<file path="config.mk">
export PLATFORM = sky130hd
export DESIGN_NAME = fifo_burst_reader
export DESIGN_NICKNAME = d
export VERILOG_FILES = /design/src/rtl/fifo_pkg.sv /design/src/rtl/fifo_out_queue.sv /design/src/rtl/fifo_burst_reader.sv
export SDC_FILE = /design/constraint.sdc
export NUM_CORES = 1
export LEC_CHECK = 0
export ABC_AREA = 0
export ABC_CLOCK_PERIOD_IN_PS = 5700
export BUFFER_PORTS_ARGS = -buffer_cell sky130_fd_sc_hd__buf_2
export CORE_MARGIN = 8
export CORE_UTILIZATION = 30
export DETAILED_ROUTE_END_ITERATION = 8
export GPL_TIMING_DRIVEN = 0
export PLACE_DENSITY_LB_ADDON = 0.05
export SLEW_MARGIN = 40
export SYNTH_ARGS = -nofsm -noshare
export SYNTH_HDL_FRONTEND = slang
export SYNTH_HIERARCHICAL = 1
export SYNTH_SLANG_ARGS = --single-unit
export TNS_END_PERCENT = 5
</file>
<file path="constraint.sdc">
create_clock -name clk -period 5.7 [get_ports clk]
set_input_delay 0.57 -clock clk [delete_from_list [all_inputs] [get_ports clk]]
set_output_delay 0.57 -clock clk [all_outputs]
set_load 0.01 [all_outputs]
</file>
<file path="src/rtl/fifo_pkg.sv">
// Shared types for the FIFO burst reader: queue entry, FSM states, counter address width.
// Queue entries carry a parity bit only when FIFO_BURST_READER_PARITY_EN is defined.
package fifo_pkg;

  // Queue entry data width; the top-level DATA_W must match it.
  localparam int FIFO_DATA_W = 8;

  typedef enum logic [1:0] {
    IDLE  = 2'd0,
    BURST = 2'd1,
    DRAIN = 2'd2
  } state_t;

  typedef struct packed {
    logic [FIFO_DATA_W-1:0] data;
    logic                   last;
`ifdef FIFO_BURST_READER_PARITY_EN
    logic                   parity;
`endif
  } q_entry_t;

  function automatic int addr_w(input int depth);
    return 2 ** $clog2(depth);
  endfunction

endpackage

</file>
<file path="src/rtl/fifo_out_queue.sv">
// Circular output queue. Head appears the cycle after a push. A push into a full queue
// with no pop in the same cycle is dropped and sets the sticky overflow flag.
module fifo_out_queue
  import fifo_pkg::*;
#(
  parameter int DEPTH = 4
) (
  input  logic     clk,
  input  logic     rst,
  input  logic     push,
  input  q_entry_t push_entry,
  input  logic     pop,
  output q_entry_t head,
  output logic     valid,
  output logic     empty_next,
  output logic     overflow
);

  localparam int PTR_W = $clog2(DEPTH);
  localparam int CNT_W = $clog2(DEPTH + 1);
  localparam logic [PTR_W-1:0] LAST_PTR = PTR_W'(DEPTH - 1);
  localparam logic [CNT_W-1:0] FULL_CNT = CNT_W'(DEPTH);

  q_entry_t         store [DEPTH];
  logic [PTR_W-1:0] wr_ptr;
  logic [PTR_W-1:0] rd_ptr;
  logic [CNT_W-1:0] count;
  logic [CNT_W-1:0] count_nxt;
  logic             full;
  logic             do_push;
  logic             do_pop;

  function automatic logic [PTR_W-1:0] ptr_inc(input logic [PTR_W-1:0] p);
    return (p == LAST_PTR) ? '0 : p + 1'b1;
  endfunction

  assign valid   = (count != '0);
  assign full    = (count == FULL_CNT);
  assign do_pop  = pop & valid;
  // A simultaneous pop frees the slot, so a full queue still accepts the push.
  assign do_push = push & (~full | do_pop);

  always_comb begin
    count_nxt = count;
    if (do_push & ~do_pop) begin
      count_nxt = count + 1'b1;
    end else if (do_pop & ~do_push) begin
      count_nxt = count - 1'b1;
    end
  end

  assign empty_next = (count_nxt == '0);
  assign head       = valid ? store[rd_ptr] : '0;

  always_ff @(posedge clk) begin
    if (do_push) begin
      store[wr_ptr] <= push_entry;
    end
  end

  always_ff @(posedge clk) begin
    if (rst) begin
      wr_ptr   <= '0;
      rd_ptr   <= '0;
      count    <= '0;
      overflow <= 1'b0;
    end else begin
      if (do_push) wr_ptr <= ptr_inc(wr_ptr);
      if (do_pop)  rd_ptr <= ptr_inc(rd_ptr);
      count <= count_nxt;
      if (push & ~do_push) overflow <= 1'b1;
    end
  end

endmodule

</file>
<file path="src/rtl/fifo_burst_reader.sv">
// Fetches counter-addressed words into an output queue: rd_en to out_valid is 2 cycles; words
// arriving at a full, stalled queue are dropped (sticky overflow). Option: FIFO_BURST_READER_PARITY_EN.
module fifo_burst_reader
  import fifo_pkg::*;
#(
  parameter  int DATA_W    = FIFO_DATA_W,
  parameter  int DEPTH     = 4,
  parameter  int OUT_DEPTH = 4,
  localparam int ADDR_W    = addr_w(DEPTH),
  localparam int WA_W      = $clog2(DEPTH)
) (
  input  logic              clk,
  input  logic              rst,
  input  logic              wr_en,
  input  logic [WA_W-1:0]   wr_addr,
  input  logic [DATA_W-1:0] wr_data,
  input  logic              rd_en,
  input  logic [ADDR_W-1:0] rd_addr,
  output logic [DATA_W-1:0] out_data,
  output logic              out_valid,
  input  logic              out_ready,
  output logic              out_last,
  output logic              burst_done,
  output logic              busy,
`ifdef FIFO_BURST_READER_PARITY_EN
  output logic              out_parity,
`endif
  output logic              overflow
);

  localparam logic [ADDR_W-1:0] DEPTH_A = ADDR_W'(DEPTH);

  logic [DATA_W-1:0] mem [DEPTH];
  logic [DATA_W-1:0] rd_word;
  logic [DATA_W-1:0] s1_data;
  logic              s1_valid;
  logic              s1_last;
  q_entry_t          push_entry;
  q_entry_t          q_head;
  logic              q_valid;
  logic              q_empty_next;
  state_t            state;
  state_t            state_nxt;
  logic              busy_d;
  logic              burst_done_d;

  always_ff @(posedge clk) begin
    if (wr_en) begin
      mem[wr_addr] <= wr_data;
    end
  end

  // The counter's address is wider than the memory; out-of-range addresses read as zero.
  always_comb begin
    rd_word = '0;
    if (rd_addr < DEPTH_A) begin
      rd_word = mem[rd_addr[WA_W-1:0]];
    end
  end

  always_ff @(posedge clk) begin
    if (rst) begin
      s1_valid <= 1'b0;
      s1_data  <= '0;
    end else begin
      s1_valid <= rd_en;
      if (rd_en) s1_data <= rd_word;
    end
  end

  // The strobe dropping right after a fetch marks that fetched word as the burst's last.
  assign s1_last = s1_valid & ~rd_en;

  always_comb begin
    push_entry      = '0;
    push_entry.data = s1_data;
    push_entry.last = s1_last;
`ifdef FIFO_BURST_READER_PARITY_EN
    push_entry.parity = ^s1_data;
`endif
  end

  fifo_out_queue #(
    .DEPTH (OUT_DEPTH)
  ) u_out_queue (
    .clk        (clk),
    .rst        (rst),
    .push       (s1_valid),
    .push_entry (push_entry),
    .pop        (out_ready),
    .head       (q_head),
    .valid      (q_valid),
    .empty_next (q_empty_next),
    .overflow   (overflow)
  );

  assign out_valid = q_valid;
  assign out_data  = q_head.data;
  assign out_last  = q_head.last;
`ifdef FIFO_BURST_READER_PARITY_EN
  assign out_parity = q_head.parity;
`endif

  always_ff @(posedge clk) begin
    if (rst) begin
      state <= IDLE;
    end else begin
      state <= state_nxt;
    end
  end

  always_comb begin
    state_nxt = state;
    case (state)
      IDLE:    if (rd_en) state_nxt = BURST;
      BURST:   if (s1_last) state_nxt = DRAIN;
      DRAIN: begin
        if (rd_en) begin
          state_nxt = BURST;
        end else if (q_empty_next) begin
          state_nxt = IDLE;
        end
      end
      default: state_nxt = IDLE;
    endcase
  end

  always_comb begin
    busy_d       = (state_nxt != IDLE) | ~q_empty_next;
    burst_done_d = q_valid & out_ready & q_head.last;
  end

  always_ff @(posedge clk) begin
    if (rst) begin
      busy       <= 1'b0;
      burst_done <= 1'b0;
    end else begin
      busy       <= busy_d;
      burst_done <= burst_done_d;
    end
  end

endmodule
</file>
* Yosys cells after proc, flatten, opt, wreduce, memory -nomap -nowiden
Memories as Yosys holds them, arrays and structs flattened. A register that Yosys moved wholly into a read port is not among the register bits.
Index checks and enable logic that the tools add are counted.
** Storage, ports and cells
- RAM bits :: 68
- Memories kept :: 2
- Register bits :: 21
- Input port bits :: 19
** Operators by class
- Equal/unequal tests :: 5
- Order comparisons :: 1
- Multiplexer cells :: 17
- $add $sub $neg :: 4
- Bitwise gates (word level) :: 14
- Reductions and logical operators :: 4
** Memories
- u_out_queue.store :: words 4, bits a word 9, read ports 1, clocked after Yosys merged registers in 1, write ports 1, line fifo_out_queue.sv:24 : q_entry_t store [DEPTH];
- mem :: words 4, bits a word 8, read ports 1, clocked after Yosys merged registers in 0, write ports 1, line fifo_burst_reader.sv:33 : logic [DATA_W-1:0] mem [DEPTH];
** Operator list (count)
- $mux W2 :: 8
- $mux W9 :: 1
- $mux W8 :: 1
- $and A1 B1 Y1 :: 7
- $eq A2 B2 Y1 const B :: 3
- $mux W3 :: 2
- $pmux W2 S3 :: 1
- $not A1 Y1 :: 5
- $add A2 B1 Y2 const B :: 2
- $lt A4 B3 Y1 const B :: 1
- $mux W1 :: 4
- $add A3 B1 Y3 const B :: 1
- $eq A3 B3 Y1 const B :: 1
- $logic_not A3 Y1 :: 1
- $reduce_bool A3 Y1 :: 1
- $sub A3 B1 Y3 const B :: 1
- $eq A2 B1 Y1 const B :: 1
- $logic_not A2 Y1 :: 1
- $or A1 B1 Y1 :: 2
- $reduce_bool A2 Y1 :: 1

* Logic depth before layout (Yosys ltp)
- Word-level depth :: 14
- Depth in mapped cells :: 10
- Depth with buffers taken out :: 9

* Hierarchy
Netlist, hierarchy kept.
** By module, submodules not included
- fifo_out_queue :: instances 1, cells an instance 130, area an instance 2023.2 um2
- fifo_burst_reader :: instances 1, cells an instance 119, area an instance 1815.5 um2

* Worst setup path after synthesis
OpenSTA, ideal clock, no wires.
- Kind :: register -> output
- Start :: register u_out_queue.count[1]
- End :: output port out_last
- Path buffers :: 2
- Required time :: 5.130 ns
- Stages on the path, launching flop included :: 7
- Data arrival time :: 1.405 ns
- Setup slack :: 3.725 ns
- Path through :: dfxtp_1 > inv_1 > ha_1 > buf_2 > nand2b_1 > clkbuf_1 > and2_1
** Between the ends
- Word-level cells in the longest chain between the ends :: 2
** Ends and longest elaborated chain
- start: declaration :: line fifo_out_queue.sv:27 : logic [CNT_W-1:0] count;
- start signal: assignment :: line fifo_out_queue.sv:70 : count <= count_nxt;
- $reduce_bool A3 Y1 :: line fifo_out_queue.sv:37 : assign valid = (count != '0);
- named net out_valid :: line fifo_burst_reader.sv:20 : output logic out_valid,
- $mux W9 :: line fifo_out_queue.sv:53 : assign head = valid ? store[rd_ptr] : '0;
- end: declaration :: line fifo_burst_reader.sv:22 : output logic out_last,
The timed path passes the listed nets, and every way through them passes these cells.

* Final worst setup path
- Start :: register u_out_queue.count[1]
- End :: output port out_last
** Between the ends
- Word-level cells in the longest chain between the ends :: 2
** Ends and longest elaborated chain (line)
- $reduce_bool A3 Y1 :: fifo_out_queue.sv:37
- $mux W9 :: fifo_out_queue.sv:53
No other way between the ends.

==> results.md <==
- Final Hold Vio Count: 0
- Pwr/cell area: 374 mW/mm2
- Syn_area_per_cell: 15.4 um2
- Post-route setup slack: 3.11 ns
- Num Clock Sinks: 91
- Crit-path max cell delay: 0.45 ns
- ANT nets after route: 0
- Critical path data required time: 5.13 ns
- Starting Density: 30.5%
- DR WL/cell: 14.9 um
- Post-CTS Resized: 0
- Worst path arrival time: 2.02 ns
- NumNets Final: 317
- Endpoints failing setup: 0
- First-pass GRT wire length: 11300 um
- Mapped Area: 0.00384 mm2
- Routability Congestion: 0.683
- Worst path bufs/invs: 4
- Tightest Pin Transition: 0.690 ns
- Most frequent cells after synthesis: edfxtp_1, dfxtp_1, mux2i_1
- CP max-delay cell: dfxtp_1
- Crit path launch type: register
- Synth-to-Final Area Change: 16.8%
- Core Area: 0.0126 mm2
- Number of flops mapped to enable cells by yosys: 68
- Syn Inst Count: 249
- Outcome: completed
- Number of hold buffers added after cts: 0
- CTS HTree Levels: 3
- IO Port Bufs: 30
- Placed instance area: 0.00421 mm2
- Overall Global Routing Usage: 9.08%
- Pre-CTS setup slack: 3.39 ns
- Initial antenna violation count: 0
- Final worst path period need: 2.59 ns
- Share of layout cells above drive strength 1: 24.7%
- CP dominant cell by count: buf_2
- Antenna Cells: 0
- Skew-Pair Late Insertion Delay: 0.34 ns
- Via count: 2033
- HPWL Detailed: 4890 um
- Gr ovfl total: 0
- Max Clock Skew: 0.00474 ns
- Top cell type's share of synthesized area: 53.2%
- CP cell instances: inv_1 -> ha_1 -> buf_2 -> nand2b_1 -> clkbuf_1 -> and2_1 -> buf_2
- Fin crit share: 45.5%
- Die H: 129 um
- Unrepaired setup endpoints after global routing: no
- Crit Path Class: reg2out
- Layout Cells excl Fill: 467
- Max-cap violations: 0
- Top Family by Delay on Critical Path: buffers and inverters
- Min-Delay Path Class: in2reg
- Via density: 4.35
- Top Ports: 32
- Die ar.: 0.0167 mm2
- Proportion of synthesized chip area in sequential cells: 65.2%
- TritonCTS clock tree: yes
- Asr flop ratio synth: 0%
- 1st-iter DRT viols: 93
- DR pass1 iterations: 4
- Mapped Nets: 276
- Total CTS buffers: 9
- Post-route cell area: 0.00448 mm2
- Final WL: 6940 um
- Count of different cell masters after synthesis: 40
- Leakage power: 0.00169 uW
- Post-CTS Setup Inserts: 0
- Peak supply drop: 0.138 mV
- Row count: 41
- CP Capture Type: primary output
- Rel. slew slack: 53.8%
- Count leader, synth: edfxtp_1
- Largest net degree at the start of global routing: 16
- Vias in the first global route: 2086
- Clock buffer depth: 2
- Share of the core filled with cells: 35.7%
- Most common flop cell mapped by yosys: edfxtp_1
- Die X: 129 um
- Warning count from the yosys run: 6
- Clock root buffer master: clkbuf_16
- CP max FO: 11
- Fmax: 386 MHz
- Synth top area cells: edfxtp_1, dfxtp_1, mux4_2
- Max Slew Vio Count: 0
- Worst-path clk slew: 0.07 ns
- Post-Place Cells: 451
- Area leader, netlist: edfxtp_1
- # DRC: 0
- Number of synthesized register bits: 91
- Setup Total Neg Slack: 0 ns
[logic make-up after synthesis]
kind of cell	after synthesis	share of synthesized area [%]
AND/OR/NAND/NOR	79	13.2
XOR/XNOR	2	0.456
adder cells (fa/ha/maj)	8	2.61
buffers and inverters	17	2.77
AO/OA/AOI/OAI	25	5.80
flip-flops	91	65.2
multiplexers	27	9.97
[report_power, final]
part	internal [uW]	switching [uW]	total, uW
clock network	293	248	541
logic	172	191	363
registers	752	22.4	774
total	1220	461	1680
[cells in the final DEF (no fill, tap or decap), types with 3 or more instances in the layout]
cell	count
nand2_1	6
nor2b_1	6
a2111oi_2	4
clkbuf_1	4
nor2_1	11
a2111oi_1	4
a21oi_1	7
mux2i_1	18
clkbuf_16	9
edfxtp_1	68
nand2b_1	10
inv_1	6
and3_1	10
and2_1	13
buf_6	3
buf_2	33
ha_1	8
and3b_1	10
mux4_2	9
a21o_1	3
dfxtp_1	23
[state kept, by name (all words and copies together), names as in the netlist, named ones only]
register and flops:
u_out_queue/store 36, u_out_queue/count 3, busy 1, mem 32, state 2, u_out_queue/wr_ptr 2, s1_data 8, u_out_queue/rd_ptr 2
burst_done 1, s1_valid 1, u_out_queue/overflow 1
[final cells by class]
cell class,count,area [um2]
buffer,11,83.8
clock buffer,9,225
clock inverter,7,45.0
fill,1210,8090
inverter,6,22.5
multi-input combinational,141,1240
sequential,91,2500
tap,172,215
timing repair buffer,30,150
[worst reg2reg max path, cell delays in order (launching register included)]
cell and delay, ns:
dfxtp_1 0.45, inv_1 0.10, ha_1 0.18, buf_2 0.17
nand2b_1 0.16, a21o_1 0.18, a32o_1 0.22, nor3_2 0.20
nor2_1 0.06, a21oi_1 0.18, o221ai_1 0.13
[final timing paths]
check / from / slack (ns) / end / cells after the start
hold / removal: wr_data[1] / 0.45 / mem[2][1]$_DFFE_PP_ / 1
setup / recovery: u_out_queue/count[1]$_SDFF_PP0_ / 3.11 / out_last / 7
setup reg to reg: u_out_queue/count[1]$_SDFF_PP0_ / 3.54 / busy$_SDFF_PP0_ / 10
hold reg to reg: u_out_queue/rd_ptr[1]$_SDFFE_PP0N_ / 0.49 / u_out_queue/rd_ptr[1]$_SDFFE_PP0N_ / 2
[through the flow]
stage          hold slack [ns]  total power [uW]
5_1_grt                  0.439              1780
4_1_cts                  0.430              1710
3_5_place_dp             0.468              1160
6_report                 0.449              1680
2_1_floorplan            0.447              1050
3_3_place_gp             0.466              1160
[layer usage]
metal  global-route usage [%]  up-vias  routed length [um]  part of all wire (%)
met4                     4.98        0                 134                   1.9
met5                        0        -                   0                     0
met2                     13.9       37                3160                    46
li1                         -     1023                   -                     -
met3                     2.96       10                 312                   4.5
met1                     11.1      963                3340                    48
(Power assumes the default switching activity.)
